**src/rtl/load_store_unit.sv**
```systemverilog
// load_store_unit
// Data-memory access stage. Takes load/store strobes and the funct3 width code
// from the decoder, plus the ALU address and rs2 data, and turns them into a
// single byte-lane-aligned memory transaction. Loads return a sign- or
// zero-extended result. Misaligned, illegal and timed-out accesses end in an
// error pulse instead of a done pulse.
//
// Handshake: mem_req is raised with mem_we/mem_addr/mem_be/mem_wdata and all
// five stay constant until the memory answers with mem_ack (one cycle, read
// data valid in the same cycle) or until TIMEOUT request cycles pass. mem_ack
// is ignored whenever mem_req is low.
//
// Ports
//   CLK, RST            clock, asynchronous active-high reset
//   ld_req, st_req      instruction is a load / store
//   funct3              width code (bit 2 = unsigned for loads)
//   addr, st_data       byte address and rs2 store data
//   stall               hold PC/register file (combinational)
//   done, err           one-cycle completion / abort pulses
//   err_code            01 misaligned, 10 timeout, 11 illegal; valid with err
//   ld_data             extended load result, held until the next load
//   mem_*               memory request side
//   fsm_state           current FSM state for debug/checkers
module load_store_unit #(
  parameter int TIMEOUT = 16
) (
  input  logic        CLK,
  input  logic        RST,
  input  logic        ld_req,
  input  logic        st_req,
  input  logic [2:0]  funct3,
  input  logic [31:0] addr,
  input  logic [31:0] st_data,
  output logic        stall,
  output logic        done,
  output logic        err,
  output logic [1:0]  err_code,
  output logic [31:0] ld_data,
  output logic        mem_req,
  output logic        mem_we,
  output logic [31:0] mem_addr,
  output logic [3:0]  mem_be,
  output logic [31:0] mem_wdata,
  input  logic [31:0] mem_rdata,
  input  logic        mem_ack,
  output logic [1:0]  fsm_state
);

  localparam int CW = (TIMEOUT > 1) ? $clog2(TIMEOUT) : 1;

  typedef enum logic [1:0] {
    IDLE = 2'd0,
    REQ  = 2'd1,
    DONE = 2'd2,
    ERR  = 2'd3
  } state_t;

  state_t        state;
  logic [CW-1:0] wait_cnt;
  logic [2:0]    f3_q;
  logic [1:0]    off_q;
  logic          is_load;

  logic          req_any;
  logic          illegal;
  logic          misaligned;
  logic [3:0]    be_next;
  logic [31:0]   wdata_next;
  logic [31:0]   sel;
  logic [31:0]   ld_ext;

  assign fsm_state = state;
  assign req_any   = ld_req | st_req;
  assign stall     = (state == REQ) || ((state == IDLE) && req_any);

  // Illegal takes priority over misaligned, so funct3[1:0] below only ever
  // sees legal widths when it matters.
  always_comb begin
    illegal = (ld_req && st_req) ||
              (ld_req && (funct3 == 3'b011 || funct3 == 3'b110 || funct3 == 3'b111)) ||
              (st_req && (funct3 >= 3'b011));
    misaligned = ((funct3[1:0] == 2'b01) && addr[0]) ||
                 ((funct3[1:0] == 2'b10) && (addr[1:0] != 2'b00));
  end

  // Store data is replicated across lanes so the enabled lane always carries it.
  always_comb begin
    be_next    = 4'b1111;
    wdata_next = st_data;
    case (funct3[1:0])
      2'b00: begin
        be_next    = 4'b0001 << addr[1:0];
        wdata_next = {4{st_data[7:0]}};
      end
      2'b01: begin
        be_next    = 4'b0011 << addr[1:0];
        wdata_next = {2{st_data[15:0]}};
      end
      default: begin
        be_next    = 4'b1111;
        wdata_next = st_data;
      end
    endcase
  end

  // Load extraction uses the width/offset latched at request time.
  always_comb begin
    sel    = mem_rdata >> {off_q, 3'b000};
    ld_ext = sel;
    case (f3_q)
      3'b000:  ld_ext = {{24{sel[7]}}, sel[7:0]};
      3'b100:  ld_ext = {24'h0, sel[7:0]};
      3'b001:  ld_ext = {{16{sel[15]}}, sel[15:0]};
      3'b101:  ld_ext = {16'h0, sel[15:0]};
      default: ld_ext = sel;
    endcase
  end

  always_ff @(posedge CLK or posedge RST) begin
    if (RST) begin
      state     <= IDLE;
      wait_cnt  <= '0;
      f3_q      <= 3'b000;
      off_q     <= 2'b00;
      is_load   <= 1'b0;
      done      <= 1'b0;
      err       <= 1'b0;
      err_code  <= 2'b00;
      ld_data   <= 32'h0;
      mem_req   <= 1'b0;
      mem_we    <= 1'b0;
      mem_addr  <= 32'h0;
      mem_be    <= 4'h0;
      mem_wdata <= 32'h0;
    end else begin
      done <= 1'b0;
      err  <= 1'b0;
      case (state)
        IDLE: begin
          if (req_any) begin
            if (illegal) begin
              state    <= ERR;
              err      <= 1'b1;
              err_code <= 2'b11;
            end else if (misaligned) begin
              state    <= ERR;
              err      <= 1'b1;
              err_code <= 2'b01;
            end else begin
              state     <= REQ;
              mem_req   <= 1'b1;
              mem_we    <= st_req;
              mem_addr  <= {addr[31:2], 2'b00};
              mem_be    <= be_next;
              mem_wdata <= wdata_next;
              f3_q      <= funct3;
              off_q     <= addr[1:0];
              is_load   <= ld_req;
              wait_cnt  <= '0;
            end
          end
        end
        REQ: begin
          // Ack is checked first so an ack in the final allowed cycle wins.
          if (mem_ack) begin
            if (is_load) ld_data <= ld_ext;
            mem_req <= 1'b0;
            done    <= 1'b1;
            state   <= DONE;
          end else if (wait_cnt == CW'(TIMEOUT - 1)) begin
            mem_req  <= 1'b0;
            err      <= 1'b1;
            err_code <= 2'b10;
            state    <= ERR;
          end else begin
            wait_cnt <= wait_cnt + 1'b1;
          end
        end
        DONE: begin
          state <= IDLE;
        end
        default: begin
          err_code <= 2'b00;
          state    <= IDLE;
        end
      endcase
    end
  end

endmodule

```
**config.mk**
```make
export PLATFORM = sky130hd
export DESIGN_NAME = load_store_unit
export DESIGN_NICKNAME = d
export VERILOG_FILES = /design/src/rtl/load_store_unit.sv
export SDC_FILE = /design/constraint.sdc
export NUM_CORES = 1
export LEC_CHECK = 0
export BUFFER_PORTS_ARGS = -buffer_cell sky130_fd_sc_hd__buf_4
export CAP_MARGIN = 10
export CORE_MARGIN = 1
export CORE_UTILIZATION = 40
export CTS_BUF_LIST = sky130_fd_sc_hd__clkbuf_8 sky130_fd_sc_hd__clkbuf_16
export DETAILED_ROUTE_END_ITERATION = 6
export PLACE_DENSITY_LB_ADDON = 0.15
export SYNTH_ARGS = -nofsm -noshare
export SYNTH_HDL_FRONTEND = slang
export SYNTH_SLANG_ARGS = --single-unit
```
**constraint.sdc**
```tcl
create_clock -name CLK -period 6.5 [get_ports CLK]
set_input_delay 0.65 -clock CLK [delete_from_list [all_inputs] [get_ports CLK]]
set_output_delay 0.65 -clock CLK [all_outputs]
set_load 0.02 [all_outputs]
```
* Yosys cells after proc, flatten, opt, wreduce, memory -nomap -nowiden *
Index checks and enable logic that the tools add are counted.

storage, ports and cells
  register bits after elaboration = 116
  input port bits = 104
  output and inout port bits = 109
  word-level logic and storage cells = 100

operators by class
  add/subtract/negate cells = 1
  order comparisons = 1
  equal/unequal tests = 19
  shift-type cells = 3
  multiplexer cells = 35
  bitwise operators = 4
  reduce and logical (&&, ||, !) cells = 23

operators with widths
  operator                                             number
  one-hot mux 32 bit (4 select lines)                  1
  one-hot mux 32 bit (2 select lines)                  1
  right shift 32 x 5 -> 32 bit                         1
  two-way mux 2 bit                                    10
  two-way mux 4 bit                                    5
  one-hot mux 4 bit (2 select lines)                   2
  equality test 3 bit, second input constant           4
  two-way mux 1 bit                                    12
  inequality test 2 bit, second input constant         5
  AND reduction 5 bit                                  2
  logical AND 1 bit                                    6
  logical OR 1 bit                                     6
  one-hot mux 2 bit (3 select lines)                   1
  AND reduction 6 bit                                  1
  adder 4 x 1 -> 4 bit, second input constant          1
  equality test 2 x 1 -> 1 bit, second input constant  2
  equality test 2 bit, second input constant           2
  equality test 4 bit, second input constant           1
  logical NOT 2 bit                                    2
  one-hot mux 1 bit (2 select lines)                   2
  one-hot mux 2 bit (2 select lines)                   1
  AND reduction 4 bit                                  1
  nonzero test 2 bit                                   2
  << shifter 1 x 2 -> 4 bit, first input constant      1
  12 further kinds                                     14

* Longest topological paths before layout *
  word-level depth = 9
  depth in mapped cells = 8
  depth with buffers taken out = 5

* Least setup slack after synthesis *
Ideal clock, no wire load.

  path type = input port to flip-flop
  start = input ld_req
  end = register f3_q[2]
  setup time = 127 ps
  arrival = 1930 ps
  data required time = 6373 ps
  path slack = 4442 ps
  stages on the path = 6
  buffers on the path = 2
  cells stage by stage = buf_2 -> nor3b_2 -> o211ai_4 -> nor2_8 -> buf_8 -> mux2_1

on the way
  word-level cells in the longest chain between the ends = 5
  elaborated cells between the ends (all ways) = 7
  classes of those cells = bitwise: 2; reduce/logical: 5

RTL lines
  item                                         RTL line  RTL
  from (decl)                                  29        input logic ld_req,
  logical AND 1 bit, on equally long branches  79, 80
  logical OR 1 bit                             79        illegal = (ld_req && st_req) ||
  logical OR 1 bit                             80        (ld_req && (funct3 == 3'b011 || funct3 == 3'b110 || funct3 == 3'b111)) ||
  inverter 1 bit (no line)                     --
  AND reduction 4 bit (no line) (*)            --
  to (signal assigned)                         156       f3_q <= funct3;
  to (decl)                                    60        logic [2:0] f3_q;

Mark *: on every way between the ends. The rest lies on a longest branch, timed or not.
A chain may end at the register's enable or synchronous reset.

* Worst setup path after layout *
  start = register state[0], in the netlist fsm_state[0]
  end = register mem_addr[3]

on the way
  word-level cells in the longest chain between the ends = 2

RTL lines
  item                           RTL line  RTL
  from (decl)                    58        state_t state;
  from (signal assigned)         121       state <= IDLE;
  from (signal assigned)         142       state <= ERR;
  from (signal assigned)         146       state <= ERR;
  logical NOT 2 bit              138       case (state)
  AND reduction 4 bit (no line)  --
  to (signal assigned)           153       mem_addr <= {addr[31:2], 2'b00};
  to (decl)                      41        output logic [31:0] mem_addr,

No other way between the ends.

==> reports/metrics.cfg <==
[run_status]
outcome=complete, no violations

[global_route]
grt_pass1_wl_um=23100
grt_pass1_vias=4499
grt_start_max_net_pins=66
grt_use_total_pct=20.0
gr-total-overflow=0
antenna_found_initial=0

[logic_synthesis]
synthArstFlopShare_pct=100
synth-edff-count=0
synth_top_family_by_area=multiplexers
yosys.area.top_type_share_pct=49.2
synth_area_leaders=dfrtp_1, mux2_4, mux2_2
avgSynthCellArea_um2=12.5
yosys.area_share.simple_pct=9.89
synth_seq_cells=116
synthAdderAreaFrac_pct=0.212
syn_area_mm2=0.00590
yosys.cell_types.count=56
postSynthCellCount=472
synthXorXnorAreaFrac_pct=0.297
yosys_warnings=0
ys_seq_area_share_pct=49.2
synth_top_area_cell=dfrtp_1
synth_compound_area_share_pct=9.78
synth-main-ff-cell=dfrtp_1
muxShareOfSynthArea_pct=25.8

[routing]
ant_nets=0
drc=0
wl_per_cell_um=17.2
first_pass_iters=5
drt_iter0_markers=272
routed_wirelength_um=15000
via_per_inst=5.09
vias=4430

[clock_network]
clock-root-buffer=clkbuf_16
cts_tree=done
clkSinkCount=116
clock_latency_ns=0.41
htreeDepth=4
post-cts-setup-buffer-count=0
post_cts_resize_count=0
numCtsBuffers=17
clkTransAtPathRegs_ns=0.05
hold_buffers=0
cts_buffer_depth=2

[timing]
rsz0062_at_grt=false
fin_setup_tns_ns=0
setup_viol=0
hold_viol=0
setup_ws_ns=3.80
max_clock_freq_mhz=371
slew_headroom_pct=37.3
final.setup_skew_ns=0.00491
period_minus_slack_ns=2.70
maxSlewViolCount=0
final.period_utilization_pct=41.5
hold_slack_ns=0.337
worst-slew-pin-transition_ns=0.941

[power]
clockPowerShare_pct=21.2
peakVddDrop_v=0.000222
combinationalPowerShare_pct=45.9
power_density_mw_per_mm2=512
swShare_pct=37.5
p_leak_nw=3.89
power_mw=4.11
intPower_mw=2.57
pwr-share-seq_pct=32.9
switching_power_mw=1.54

[die]
die_h_um=123
die_w_um=123
fp-row-count=44
core_mm2=0.0145
die_area_mm2=0.0152
start_util_pct=40.7
ios=213

[finish]
antenna_cells=0
final_cell_count_no_fill=870
stdcell_area_mm2=0.00803
layout_commonest_cell=buf_4
post-route-util_pct=55.4
drive_above_1_share_pct=49.3
areaGrowthSynthToFinish_pct=36.1
final_net_count=778
most-common-layout-cells=buf_4, dfrtp_1, mux2_4, nand2_1, nor2_1

[critical_path]
cp-end-kind=flop
path_depth=5
crit_required_ns=6.79
crit_family=buffers and inverters
start_kind=flop
path_class=flop to flop
r2r_cells=5
path_cells=nor2_4 -> o211ai_4 -> nor2_8 -> buf_4 -> mux2_4
crit_fanout=50
timing.rr.end=mem_addr[3]
arrival_ns=2.99
crit_path_top_delay_cell=buf_4
critPathMaxStageDelay_ns=0.78
regToRegSetupSlack_ns=3.80
timing.rr.start=fsm_state[0]
cp.buffers_inverters=1

[placed_design]
place_ws_ns=3.43
io_buffers=210
place_congestion=0.877
place_hpwl_um=10700
dp_cells=838
place_area_mm2=0.00747

[run]
cap_violations=0

[worst_hold_path]
hold_path.class=input port to asynchronous set/reset pin

[layer usage]
metal	up-vias	wire length [um]	GRT usage (%)
met5	-	0	0
met4	0	183	7.15
met3	15	1120	5.86
met2	164	7150	31.6
met1	2162	6500	25.9
li1	2089	-	-
[flip-flops by register name, indices dropped and copies added (netlist names)]
signal / cells
mem_wdata: 32
err: 1
mem_we: 1
err_code: 2
wait_cnt: 4
done: 1
mem_addr: 30
f3_q: 3
mem_req: 1
is_load: 1
fsm_state: 2
ld_data: 32
mem_be: 4
off_q: 2
[cell usage after synthesis (3+ instances only)]
master and count:
a21oi_1 18, buf_12 6, a221o_1 8, and2_1 7, nor2_1 29, inv_1 4
buf_4 5, mux2_4 60, o21ai_1 12, o21ai_0 19, mux2_1 12, nand2b_1 4
clkbuf_1 6, a211oi_1 3, nor2b_1 3, dfrtp_1 116, nand2_1 37, mux2i_1 24
nand3_1 19, mux2_2 22, buf_2 11, o21bai_1 3, buf_1 3
[power by group through the flow]
stage	Clock, mW	Combinational (mW)	Sequential [mW]
2_1_floorplan	0	0.839	1.67
3_3_place_gp	0	1.88	1.35
3_5_place_dp	0	1.91	1.35
4_1_cts	0.888	1.91	1.36
5_1_grt	0.919	2.03	1.41
6_report	0.872	1.89	1.35
[worst reg2reg max path, delay by kind of cell, from the launching register on]
family | cells | cell delay, ns
mux | 1 | 0.43
buf+inv | 1 | 0.79
simple gates | 2 | 0.67
compound gates | 1 | 0.16
flops | 1 | 0.52
[how the worst max path moves through the flow]
stage | from | to | slack (ns)
finish | fsm_state[0] | mem_addr[3] | 3.80
global route | fsm_state[0] | mem_wdata[30] | 3.66
CTS | fsm_state[0] | mem_wdata[29] | 3.78
detailed placement | funct3[0] | mem_wdata[29] | 3.43
global placement | funct3[0] | mem_wdata[30] | 3.49
floorplan | RST | done | 2.78
[final cells by class]
cell class	count	area, um^2
repair buffers	213	1600
multi-input cells	321	2720
well taps	184	230
clock buffers	20	467
inverters	4	17.5
fillers	1256	6450
flip-flops and latches	116	2900
clock inverters	12	90.1
[logic make-up (layout without fill, tap and decap cells)]
kind of cell,after synthesis,after routing
AOI/OAI and AO/OA,82,82
xor gates and xnor gates,2,2
adders and majority gates,1,1
buffers and inverters,36,249
DFF,116,116
muxes,118,118
other,1,2
and+or+nand+nor,116,116
Power figures use the tool's default switching activity.
